===== src/rtl/mwaxis_word2byte_pkt.sv =====
// mwaxis_word2byte_pkt
//   Upstream feeder for one hub channel. Accepts wide sample words on an
//   AXI-Stream slave and replays them MSB byte first on an 8-bit AXI-Stream
//   master, framing packets with tlast every WORDS_PER_PKT words, on an
//   upstream tlast, or on the word that follows a flush request.
//
// Ports
//   dutclk          block clock (everything is in this domain)
//   reset           synchronous, active-high; drops any partial packet
//   s_axis_tdata    sample word in (WORD_WIDTH)
//   s_axis_tvalid   word valid
//   s_axis_tlast    close the packet after this word
//   s_axis_tready   word taken when tvalid & tready
//   m_axis_tdata    byte out (DATAWIDTH)
//   m_axis_tvalid   byte valid
//   m_axis_tlast    last byte of packet
//   m_axis_tready   downstream ready
//   flush           one-cycle pulse: close packet at next accepted word
//   pkt_done        one-cycle pulse after the tlast byte is accepted
//   pkt_count       completed packets, wraps at 16 bits
module mwaxis_word2byte_pkt #(
  parameter int WORD_WIDTH    = 32,
  parameter int DATAWIDTH     = 8,
  parameter int WORDS_PER_PKT = 256
) (
  input  logic                  dutclk,
  input  logic                  reset,
  input  logic [WORD_WIDTH-1:0] s_axis_tdata,
  input  logic                  s_axis_tvalid,
  input  logic                  s_axis_tlast,
  output logic                  s_axis_tready,
  output logic [DATAWIDTH-1:0]  m_axis_tdata,
  output logic                  m_axis_tvalid,
  output logic                  m_axis_tlast,
  input  logic                  m_axis_tready,
  input  logic                  flush,
  output logic                  pkt_done,
  output logic [15:0]           pkt_count
);

  localparam int NB  = WORD_WIDTH / DATAWIDTH;
  localparam int WCW = $clog2(WORDS_PER_PKT + 1);
  localparam int BIW = (NB > 1) ? $clog2(NB) : 1;

  typedef enum logic {IDLE, SEND} state_t;

  state_t                state_reg, state_next;
  logic [WORD_WIDTH-1:0] word_reg;
  logic [BIW-1:0]        byte_idx_reg;
  logic [WCW-1:0]        word_cnt_reg;
  logic                  last_flag_reg;
  logic                  flush_pend_reg;
  logic                  pkt_done_reg;
  logic [15:0]           pkt_count_reg;

  logic                  byte_acc;
  logic                  byte_is_last;
  logic                  word_acc;
  logic                  new_last;

  // Byte lanes of the held word, lane 0 being the most significant byte.
  logic [DATAWIDTH-1:0]  byte_lane [NB];

  generate
    for (genvar gi = 0; gi < NB; gi++) begin : g_lane
      assign byte_lane[gi] = word_reg[WORD_WIDTH-1-gi*DATAWIDTH -: DATAWIDTH];
    end
  endgenerate

  always_ff @(posedge dutclk) begin
    if (reset) state_reg <= IDLE;
    else       state_reg <= state_next;
  end

  always_comb begin
    state_next    = state_reg;
    m_axis_tvalid = (state_reg == SEND);
    byte_is_last  = (byte_idx_reg == BIW'(NB - 1));
    byte_acc      = m_axis_tvalid & m_axis_tready;
    // Ready on the final byte handshake too, so words stream with no bubble.
    s_axis_tready = (state_reg == IDLE) | (byte_acc & byte_is_last);
    word_acc      = s_axis_tvalid & s_axis_tready;
    // A flush arriving with the word applies to that word.
    new_last      = (word_cnt_reg == WCW'(WORDS_PER_PKT - 1)) | s_axis_tlast
                    | flush_pend_reg | flush;
    m_axis_tdata  = byte_lane[byte_idx_reg];
    m_axis_tlast  = last_flag_reg & byte_is_last;

    case (state_reg)
      IDLE:    if (word_acc) state_next = SEND;
      SEND:    if (byte_acc && byte_is_last && !word_acc) state_next = IDLE;
      default: state_next = IDLE;
    endcase
  end

  always_ff @(posedge dutclk) begin
    if (reset) begin
      word_reg       <= '0;
      byte_idx_reg   <= '0;
      word_cnt_reg   <= '0;
      last_flag_reg  <= 1'b0;
      flush_pend_reg <= 1'b0;
      pkt_done_reg   <= 1'b0;
      pkt_count_reg  <= '0;
    end else begin
      if (word_acc) begin
        word_reg       <= s_axis_tdata;
        byte_idx_reg   <= '0;
        last_flag_reg  <= new_last;
        word_cnt_reg   <= new_last ? '0 : word_cnt_reg + 1'b1;
        flush_pend_reg <= 1'b0;
      end else begin
        if (byte_acc && !byte_is_last) byte_idx_reg <= byte_idx_reg + 1'b1;
        // Flushes with no word to attach to collapse into one pending flag.
        if (flush) flush_pend_reg <= 1'b1;
      end

      pkt_done_reg <= byte_acc & m_axis_tlast;
      if (byte_acc && m_axis_tlast) pkt_count_reg <= pkt_count_reg + 16'd1;
    end
  end

  assign pkt_done  = pkt_done_reg;
  assign pkt_count = pkt_count_reg;

endmodule


===== config.mk =====
export PLATFORM = sky130hd
export DESIGN_NAME = mwaxis_word2byte_pkt
export DESIGN_NICKNAME = d
export VERILOG_FILES = /design/src/rtl/mwaxis_word2byte_pkt.sv
export SDC_FILE = /design/constraint.sdc
export NUM_CORES = 1
export LEC_CHECK = 0
export BUFFER_PORTS_ARGS = -buffer_cell sky130_fd_sc_hd__buf_2
export CAP_MARGIN = 0
export CELL_PAD_IN_SITES_DETAIL_PLACEMENT = 1
export CELL_PAD_IN_SITES_GLOBAL_PLACEMENT = 2
export CORE_MARGIN = 5
export CORE_UTILIZATION = 30
export CTS_CLUSTER_SIZE = 20
export DETAILED_ROUTE_END_ITERATION = 8
export PLACE_DENSITY = 0.74
export SKIP_LAST_GASP = 1
export SLEW_MARGIN = 20
export SYNTH_ARGS = -nofsm -noshare
export SYNTH_HDL_FRONTEND = slang
export SYNTH_SLANG_ARGS = --single-unit
export TNS_END_PERCENT = 5

===== constraint.sdc =====
create_clock -name dutclk -period 5.8 [get_ports dutclk]
set_input_delay 0.29 -clock dutclk [delete_from_list [all_inputs] [get_ports dutclk]]
set_output_delay 0.29 -clock dutclk [all_outputs]
set_load 0.05 [all_outputs]

# After elaboration in Yosys (flattened, before gate mapping)
# Cells that the tools add are included.
word_totals:
  elab_cells: 39
  regBits: 63
  out_inout_bits: 28
op_classes:
  bitwise_logic: 11
  add_sub_neg: 3
  eq_ne: 2
  reduce_logical: 7
  muxes: 7
  magnitude_cmp: 1
op_table:
  columns: ["operator", "count"]
  rows:
  - ["16-bit by 1-bit adder with 16-bit output, second input constant", 1]
  - ["8-bit binary-select mux with 2-bit select", 1]
  - ["8-bit two-way mux", 2]
  - ["9-bit by 1-bit adder with 9-bit output, second input constant", 1]
  - ["9-bit by 8-bit equality test with 1-bit output, second input constant", 1]
  - ["9-bit two-way mux", 1]
  - ["1-bit bitwise AND", 5]
  - ["1-bit logical AND", 4]
  - ["1-bit OR", 4]
  - ["3-bit greater-or-equal comparator, second input constant", 1]
  - ["2-bit NOT with 3-bit output", 1]
  - ["2-bit by 1-bit adder with 2-bit output, second input constant", 1]
  - ["2-bit equality test, second input constant", 1]
  - ["1-bit zero test", 2]
  - ["1-bit two-way mux", 2]
  - ["1-bit one-hot mux with 2 select lines", 1]
  - ["2-bit OR reduction", 1]
  - ["1-bit NOT", 1]

# Depth between registers and ports, before layout
# Gate-level depths: netlist of run 1.
logic_depth:
  word_depth: 8
  depth_mapped: 10
  depth_no_buf: 9

# Worst setup path after synthesis of run 1
# Ideal clock, no wire load.
synth_path:
  path_type: "register to register"
  from: "reg word_cnt_reg[0]"
  to: "reg word_cnt_reg[8]"
  slack_ps: 3671
  arrival_time_ps: 2058
  period_less_slack_ps: 2129
  setup_ps: 70
  n_path_buf: 1
  stages_incl_launch_ff: 10
  t_required_ps: 5730
  cell_sequence: "dfxtp_1 > ha_1 > nand3_1 > nor2_1 > and3_1 > ha_1 > or4_1 > buf_2 > or3_1 > a21oi_1"
synth_via:
  elab_chain_cells: 5
synth_lines:
  columns: ["item", "line_no", "text"]
  rows:
  - ["start: declaration", "50", "logic [WCW-1:0] word_cnt_reg;"]
  - ["start signal: assignment", "110", "word_cnt_reg <= new_last ? '0 : word_cnt_reg + 1'b1;"]
  - ["parallel branches: the longest is 4 deep, another holds 9-bit by 1-bit adder with 9-bit output", null, null]
  - ["9-bit two-way mux *", "110", null]
# Every way passes the cells marked *.
# A chain may end at the register's enable or synchronous reset.

# Worst setup path after layout of run 1
layout_path:
  from: "reg byte_idx_reg[0]"
  to: "reg word_cnt_reg[6]"
layout_via:
  elab_chain_cells: 4
layout_lines:
  columns: ["item", "line_no", "text"]
  rows:
  - ["start: declaration", "49", "logic [BIW-1:0] byte_idx_reg;"]
  - ["start signal: assignment", "113", "if (byte_acc && !byte_is_last) byte_idx_reg <= byte_idx_reg + 1'b1;"]
  - ["2-bit equality test", "78", "byte_is_last = (byte_idx_reg == BIW'(NB - 1));"]
  - ["1-bit bitwise AND", "81", "s_axis_tready = (state_reg == IDLE) | (byte_acc & byte_is_last);"]
  - ["1-bit OR", "81", null]
  - ["1-bit bitwise AND", "82", "word_acc = s_axis_tvalid & s_axis_tready;"]
# No other way between the ends.

==> results.json, run 1 <==
{
  "syn2layout_area_growth_pct": 22.14,
  "vias": 2347,
  "finalClockSkew_ns": 0.007775,
  "start_util": 0.3113,
  "power_frac_clock": 0.421,
  "total_leakage_power_nw": 1.378,
  "coreArea_mm2": 0.008806,
  "postRouteAntennaNets": 0,
  "total_power_mw": 0.9443,
  "cp.arrival_ns": 2.83,
  "yosys_most_used_dff": "dfxtp_1",
  "final_nets": 415,
  "cp_data_required_time_ns": 6.02,
  "postSynthAreaPerCell_um2": 8.786,
  "synthTopCellsByCount": "nand2_1, dfxtp_1, a21oi_1",
  "fp.dieH_um": 105.6,
  "wl_per_cell_um": 14.25,
  "syn_inst": 312,
  "syn_nets": 354,
  "drt_first_iter_violations": 62,
  "drt-pass1-iter-count": 4,
  "setup_viol": 0,
  "layout_min_cycle_time_ns": 2.610,
  "routabilityCongestion": 0.7675,
  "grt_pass1_wl_um": 11200,
  "die_area_mm2": 0.01115,
  "cp_max_fo": 23,
  "yosys_warnings": 0,
  "rsz0062_at_grt": "false",
  "clk_path_buf_depth": 2,
  "pwr-share-seq": 0.485,
  "cts_setup_buffers": 0,
  "fp.dieW_um": 105.6,
  "cts_sinks": 63,
  "dp.cells": 470,
  "max_freq_ghz": 0.3831,
  "criticalPathCategory": "reg -> reg",
  "synth.most_common_cell": "nand2_1",
  "track_usage": 0.1258,
  "io_buffers": 65,
  "synth_top_area_cell": "dfxtp_1",
  "hp-class": "in -> reg",
  "fin_crit_sh": 0.4500,
  "slew_headroom": 0.5275,
  "ys_types": 36,
  "p_int_mw": 0.7116,
  "vias_per_cell": 4.829,
  "hold_slack_ns": 0.1892,
  "rows": 34,
  "crit_path_end_kind": "flop",
  "ys_top_cells_by_area": "dfxtp_1, nand2_1, a21oi_1",
  "cts_tree": "yes",
  "p_switching_mw": 0.2327,
  "drv_cap": 0,
  "setup_tns_ns": 0,
  "crit_path_start_kind": "flop",
  "ys_ff_latch": 63,
  "hold_buffers": 0,
  "async_flop_share": 0,
  "postLayoutCoreUtil": 0.3802,
  "drive_gt1_frac": 0.2725,
  "switching_share": 0.2465,
  "routed_wl_um": 6925,
  "whs_path_depth": 3,
  "root_buffer": "clkbuf_8",
  "grt_antenna_before_repair": 0,
  "drc": 0,
  "antenna_cells": 0,
  "htreeDepth": 3,
  "first_global_vias": 2273,
  "io_pins": 66,
  "gr-total-overflow": 0,
  "largest_register_ffs": 32,
  "ys_seq_area_frac": 0.4601,
  "hold_violations": 0,
  "clk_pin_slew_ns": 0.07,
  "pwr-share-comb": 0.094,
  "r2r_cells": 6,
  "ir_worst_vdd_uv": 111.6,
  "instances_no_fill": 486,
  "cts_resized": 0,
  "slew_violations": 0,
  "clk-insertion-delay-late_ns": 0.33,
  "synth_edf_count": 0,
  "synth_area_mm2": 0.002741,
  "powerDensity_mw_per_mm2": 282.0,
  "place_hpwl_um": 4896,
  "tightest_slew_ns": 0.7088,
  "yosysTopAreaCellShare": 0.4601,
  "grt_max_degree": 67,
  "status": "finished, final reports clean",
  "cts_buffers": 9
}
## layer usage
layer / up-vias / global-route usage / part of all wire
met5: - / 0 / 0
met4: 0 / 0.03053 / 0.0079
met3: 6 / 0.04584 / 0.055
met2: 55 / 0.2086 / 0.48
met1: 1104 / 0.1561 / 0.45
li1: 1182 / - / -
## cells by family (layout without fill, tap and decap cells)
family                     count (synthesis)  count (layout)  synth area share
xor gates and xnor gates                  14              14           0.04473
adders and majority gates                  4               4           0.01826
buffers and inverters                     25              91           0.04154
AOI/OAI and AO/OA                         46              46           0.09311
and+or+nand+nor                          146             146            0.2501
DFF                                       63              63            0.4601
muxes                                     14              14           0.09219
## per-stage QoR
| stage | area, um2 | worst slack [ns] |
|---|---|---|
| 6_report | 3348 | 3.190 |
| 5_1_grt | 3348 | 2.938 |
| 4_1_cts | 3348 | 3.103 |
| 3_5_place_dp | 3139 | 3.116 |
| 3_3_place_gp | 3139 | 3.192 |
| 2_1_floorplan | 2741 | 3.671 |
## area by class of cell
class | count | area (um2)
clock inverter | 3 | 40.04
fill | 1077 | 5458
clock buffer | 13 | 168.9
sequential | 63 | 1261
multi-input combinational | 224 | 1369
inverter | 7 | 26.28
timing repair buffer | 68 | 347.8
tap | 108 | 135.1
## path summary, 6_finish.rpt
check,from,to,slack (ns)
setup / recovery,byte_idx_reg[0],word_cnt_reg[6],3.19
hold / removal,s_axis_tdata[18],byte_lane[18],0.19
hold reg to reg,byte_lane[21],byte_lane[21],0.45
setup reg to reg,byte_idx_reg[0],word_cnt_reg[6],3.19
## power by group through the flow
stage          Clock (mW)  Sequential, mW  Combinational [mW]
6_report            0.398           0.458              0.0884
5_1_grt             0.432           0.460              0.0985
4_1_cts             0.413           0.458              0.0906
3_5_place_dp            0           0.468              0.0903
3_3_place_gp            0           0.468              0.0893
2_1_floorplan           0           0.465              0.0629
## layout by cell type (no fill, tap or decap), types with 3 or more instances in the layout
cell type | synthesis | layout
nand2_1 | 74 | 74
xor2_1 | 3 | 3
nor4_1 | 4 | 4
mux4_2 | 8 | 8
buf_2 | 4 | 65
ha_1 | 4 | 4
nor2_1 | 28 | 27
clkbuf_8 | 0 | 12
nand4_1 | 4 | 4
inv_1 | 7 | 7
dfxtp_1 | 63 | 63
nor2b_1 | 6 | 6
nand3_1 | 11 | 11
a21oi_1 | 39 | 39
xnor2_1 | 11 | 11
nor3_1 | 7 | 7
o21ai_0 | 3 | 3
buf_4 | 4 | 3
## worst max-delay path: stages, from the launching register on
cell and delay, ns:
dfxtp_1 0.71, ha_1 0.41, a21boi_4 0.12, nor2_2 0.51
buf_4 0.39, o21ai_0 0.13, a32o_1 0.22
(Power assumes the default switching activity.)
==> run 2: changes to the inputs <==
--- a/config.mk
+++ b/config.mk
@@ -5,15 +5,16 @@
 export SDC_FILE = /design/constraint.sdc
 export NUM_CORES = 1
 export LEC_CHECK = 0
+export ABC_AREA = 1
 export BUFFER_PORTS_ARGS = -buffer_cell sky130_fd_sc_hd__buf_2
 export CAP_MARGIN = 0
 export CELL_PAD_IN_SITES_DETAIL_PLACEMENT = 1
 export CELL_PAD_IN_SITES_GLOBAL_PLACEMENT = 2
 export CORE_MARGIN = 5
-export CORE_UTILIZATION = 30
+export CORE_UTILIZATION = 29
 export CTS_CLUSTER_SIZE = 20
 export DETAILED_ROUTE_END_ITERATION = 8
-export PLACE_DENSITY = 0.74
+export PLACE_DENSITY = 0.76
 export SKIP_LAST_GASP = 1
 export SLEW_MARGIN = 20
 export SYNTH_ARGS = -nofsm -noshare
==> constraint.sdc (replaced) <==
create_clock -name dutclk -period 2.53 [get_ports dutclk]
set_input_delay 0.1265 -clock dutclk [delete_from_list [all_inputs] [get_ports dutclk]]
set_output_delay 0.1265 -clock dutclk [all_outputs]
set_load 0.05 [all_outputs]
==> results.json, run 2 <==
{
  "status": "finished, final reports clean",
  "postRouteAntennaNets": 0,
  "syn_inst": 396,
  "fp.dieH_um": 109.0,
  "critPathLaunch": "byte_idx_reg[0]",
  "clk_path_buf_depth": 2,
  "cp_max_fo": 17,
  "io_buffers": 65,
  "drive_gt1_frac": 0.2275,
  "worstSetupEndpoint": "m_axis_tdata[6]",
  "mostFrequentLayoutCell": "nor2_1",
  "fp.dieW_um": 109.0,
  "rows": 36,
  "cts_resized": 0,
  "dp.cells": 583,
  "postLayoutCoreUtil": 0.3598,
  "io_pins": 66,
  "synth_edf_count": 0,
  "crit_path_end_kind": "output port",
  "routabilityCongestion": 0.7712,
  "synth_area_mm2": 0.002841,
  "cts_setup_buffers": 0,
  "r2r_end": "last_flag_reg",
  "wl_per_cell_um": 13.37,
  "cts_tree": "yes",
  "ys_ff_latch": 63,
  "instances_no_fill": 599,
  "setup_tns_ns": 0,
  "largest_register_ffs": 32,
  "final_nets": 503,
  "met3_length_um": 437,
  "slew_violations": 0,
  "cp.arrival_ns": 1.77,
  "fin_crit_sh": 0.7480,
  "die_area_mm2": 0.01188,
  "cts_buffers": 9,
  "antenna_cells": 0,
  "powerDensity_mw_per_mm2": 638.6,
  "track_usage": 0.1485,
  "clk_pin_slew_ns": 0.07,
  "wl_met1_um": 3630,
  "clk-insertion-delay-late_ns": 0.35,
  "yosys_most_used_dff": "dfxtp_1",
  "vias": 2789,
  "tightest_slew_ns": 0.5612,
  "cp_data_required_time_ns": 2.40,
  "grt_pass1_wl_um": 13690,
  "vias_per_cell": 4.656,
  "hold_slack_ns": 0.01791,
  "syn2layout_area_growth_pct": 22.63,
  "place_hpwl_um": 6022,
  "grt_max_degree": 35,
  "ys_types": 28,
  "layout_min_cycle_time_ns": 1.893,
  "ys_seq_area_frac": 0.4439,
  "setup_viol": 0,
  "drt_first_iter_violations": 76,
  "synthTopCellsByCount": "nor2_1, dfxtp_1, nand2_1",
  "r2r_cells": 8,
  "root_buffer": "clkbuf_8",
  "rsz0062_at_grt": "false",
  "total_leakage_power_nw": 1.536,
  "ys_top_cells_by_area": "dfxtp_1, nor2_1, o21ai_1",
  "slew_headroom": 0.6253,
  "drv_cap": 0,
  "finalClockSkew_ns": 0.009248,
  "syn_nets": 438,
  "yosysTopAreaCellShare": 0.4439,
  "grt_antenna_before_repair": 0,
  "hp-class": "in -> reg",
  "coreArea_mm2": 0.009684,
  "drc": 0,
  "drt-pass1-iter-count": 4,
  "fill_cells": 1238,
  "start_util": 0.2934,
  "synth_top_area_cell": "dfxtp_1",
  "routed_wl_um": 8008,
  "crit_path_start_kind": "flop",
  "ir_worst_vdd_uv": 269.4,
  "r2r_setup_slack_ns": 0.69,
  "hold_violations": 0,
  "hold_buffers": 0,
  "async_flop_share": 0,
  "synth.most_common_cell": "nor2_1",
  "htreeDepth": 3,
  "yosys_warnings": 0,
  "criticalPathCategory": "reg -> out",
  "route.top_layer_used": "met4",
  "max_freq_ghz": 0.5284,
  "layout_common_cells": "nor2_1, buf_2, dfxtp_1",
  "met2_wirelength_um": 3846,
  "gr-total-overflow": 0,
  "r2r_start": "byte_idx_reg[1]",
  "cts_sinks": 63,
  "postSynthAreaPerCell_um2": 7.175,
  "first_global_vias": 2915
}
[run 2: cell count changes after synthesis, sizes merged, moves of 5 or more]
cell,change
nor2,+95
o21ai,+59
inv,+24
nand2,-23
a21oi,-22
xnor2,-11
o22ai,+9
mux4,-8
nor3,-8
nor2b,-6
nor4,-5
[run 2: metal layers]
metal | up-vias | GRT usage
li1 | 1410 | -
met1 | 1328 | 0.1774
met2 | 46 | 0.2513
met3 | 5 | 0.05151
met4 | 0 | 0.04328
met5 | - | 0
[run 2: per-stage QoR]
step	instance area, um2	total power, mW	setup slack, ns
3_5_place_dp	3287	1.373	0.6676
6_report	3485	2.225	0.6375
2_1_floorplan	2841	1.281	0.8391
4_1_cts	3485	2.260	0.5799
3_3_place_gp	3287	1.366	0.7625
5_1_grt	3485	2.349	0.4161
[run 2: worst max-delay path, stage by stage (launching register included)]
cell and delay (ns):
dfxtp_1 0.36, inv_1 0.42, o21ai_0 0.14, o22ai_1 0.19, buf_2 0.30
[run 2: worst min path at each step]
stage               cells after the start        startpoint            end  slack [ns]
floorplan                               1             reset  m_axis_tvalid        0.20
global placement                        3  s_axis_tdata[17]  byte_lane[17]        0.37
detailed placement                      3  s_axis_tdata[26]  byte_lane[26]        0.38
CTS                                     3   s_axis_tdata[4]   byte_lane[4]       0.007
global route                            3  s_axis_tdata[19]  byte_lane[19]        0.02
finish                                  3   s_axis_tdata[4]   byte_lane[4]        0.02
[run 2: logic make-up (layout without fill, tap and decap cells)]
kind of cell	after synthesis	in the layout	synth area share
simple gates	192	192	0.2959
buf+inv	47	117	0.07485
xor+xnor	1	1	0.003083
compound gates	89	89	0.1647
flops	63	63	0.4439
fa+ha+maj	4	4	0.01761
[run 2: layout make-up]
cell class / count / area, um2 / area share
repair buffers: 70 / 375.4 / 0.1077
multi-input cells: 286 / 1368 / 0.3925
clock buffers: 10 / 137.6 / 0.03950
flip-flops and latches: 63 / 1261 / 0.3619
clock inverters: 6 / 60.06 / 0.01724
inverters: 31 / 116.4 / 0.03339
well taps: 133 / 166.4 / 0.04776
[run 2: power breakdown]
part           internal, mW  switching (mW)
combinational        0.0919           0.191
sequential             1.04          0.0250
clock                 0.476           0.405
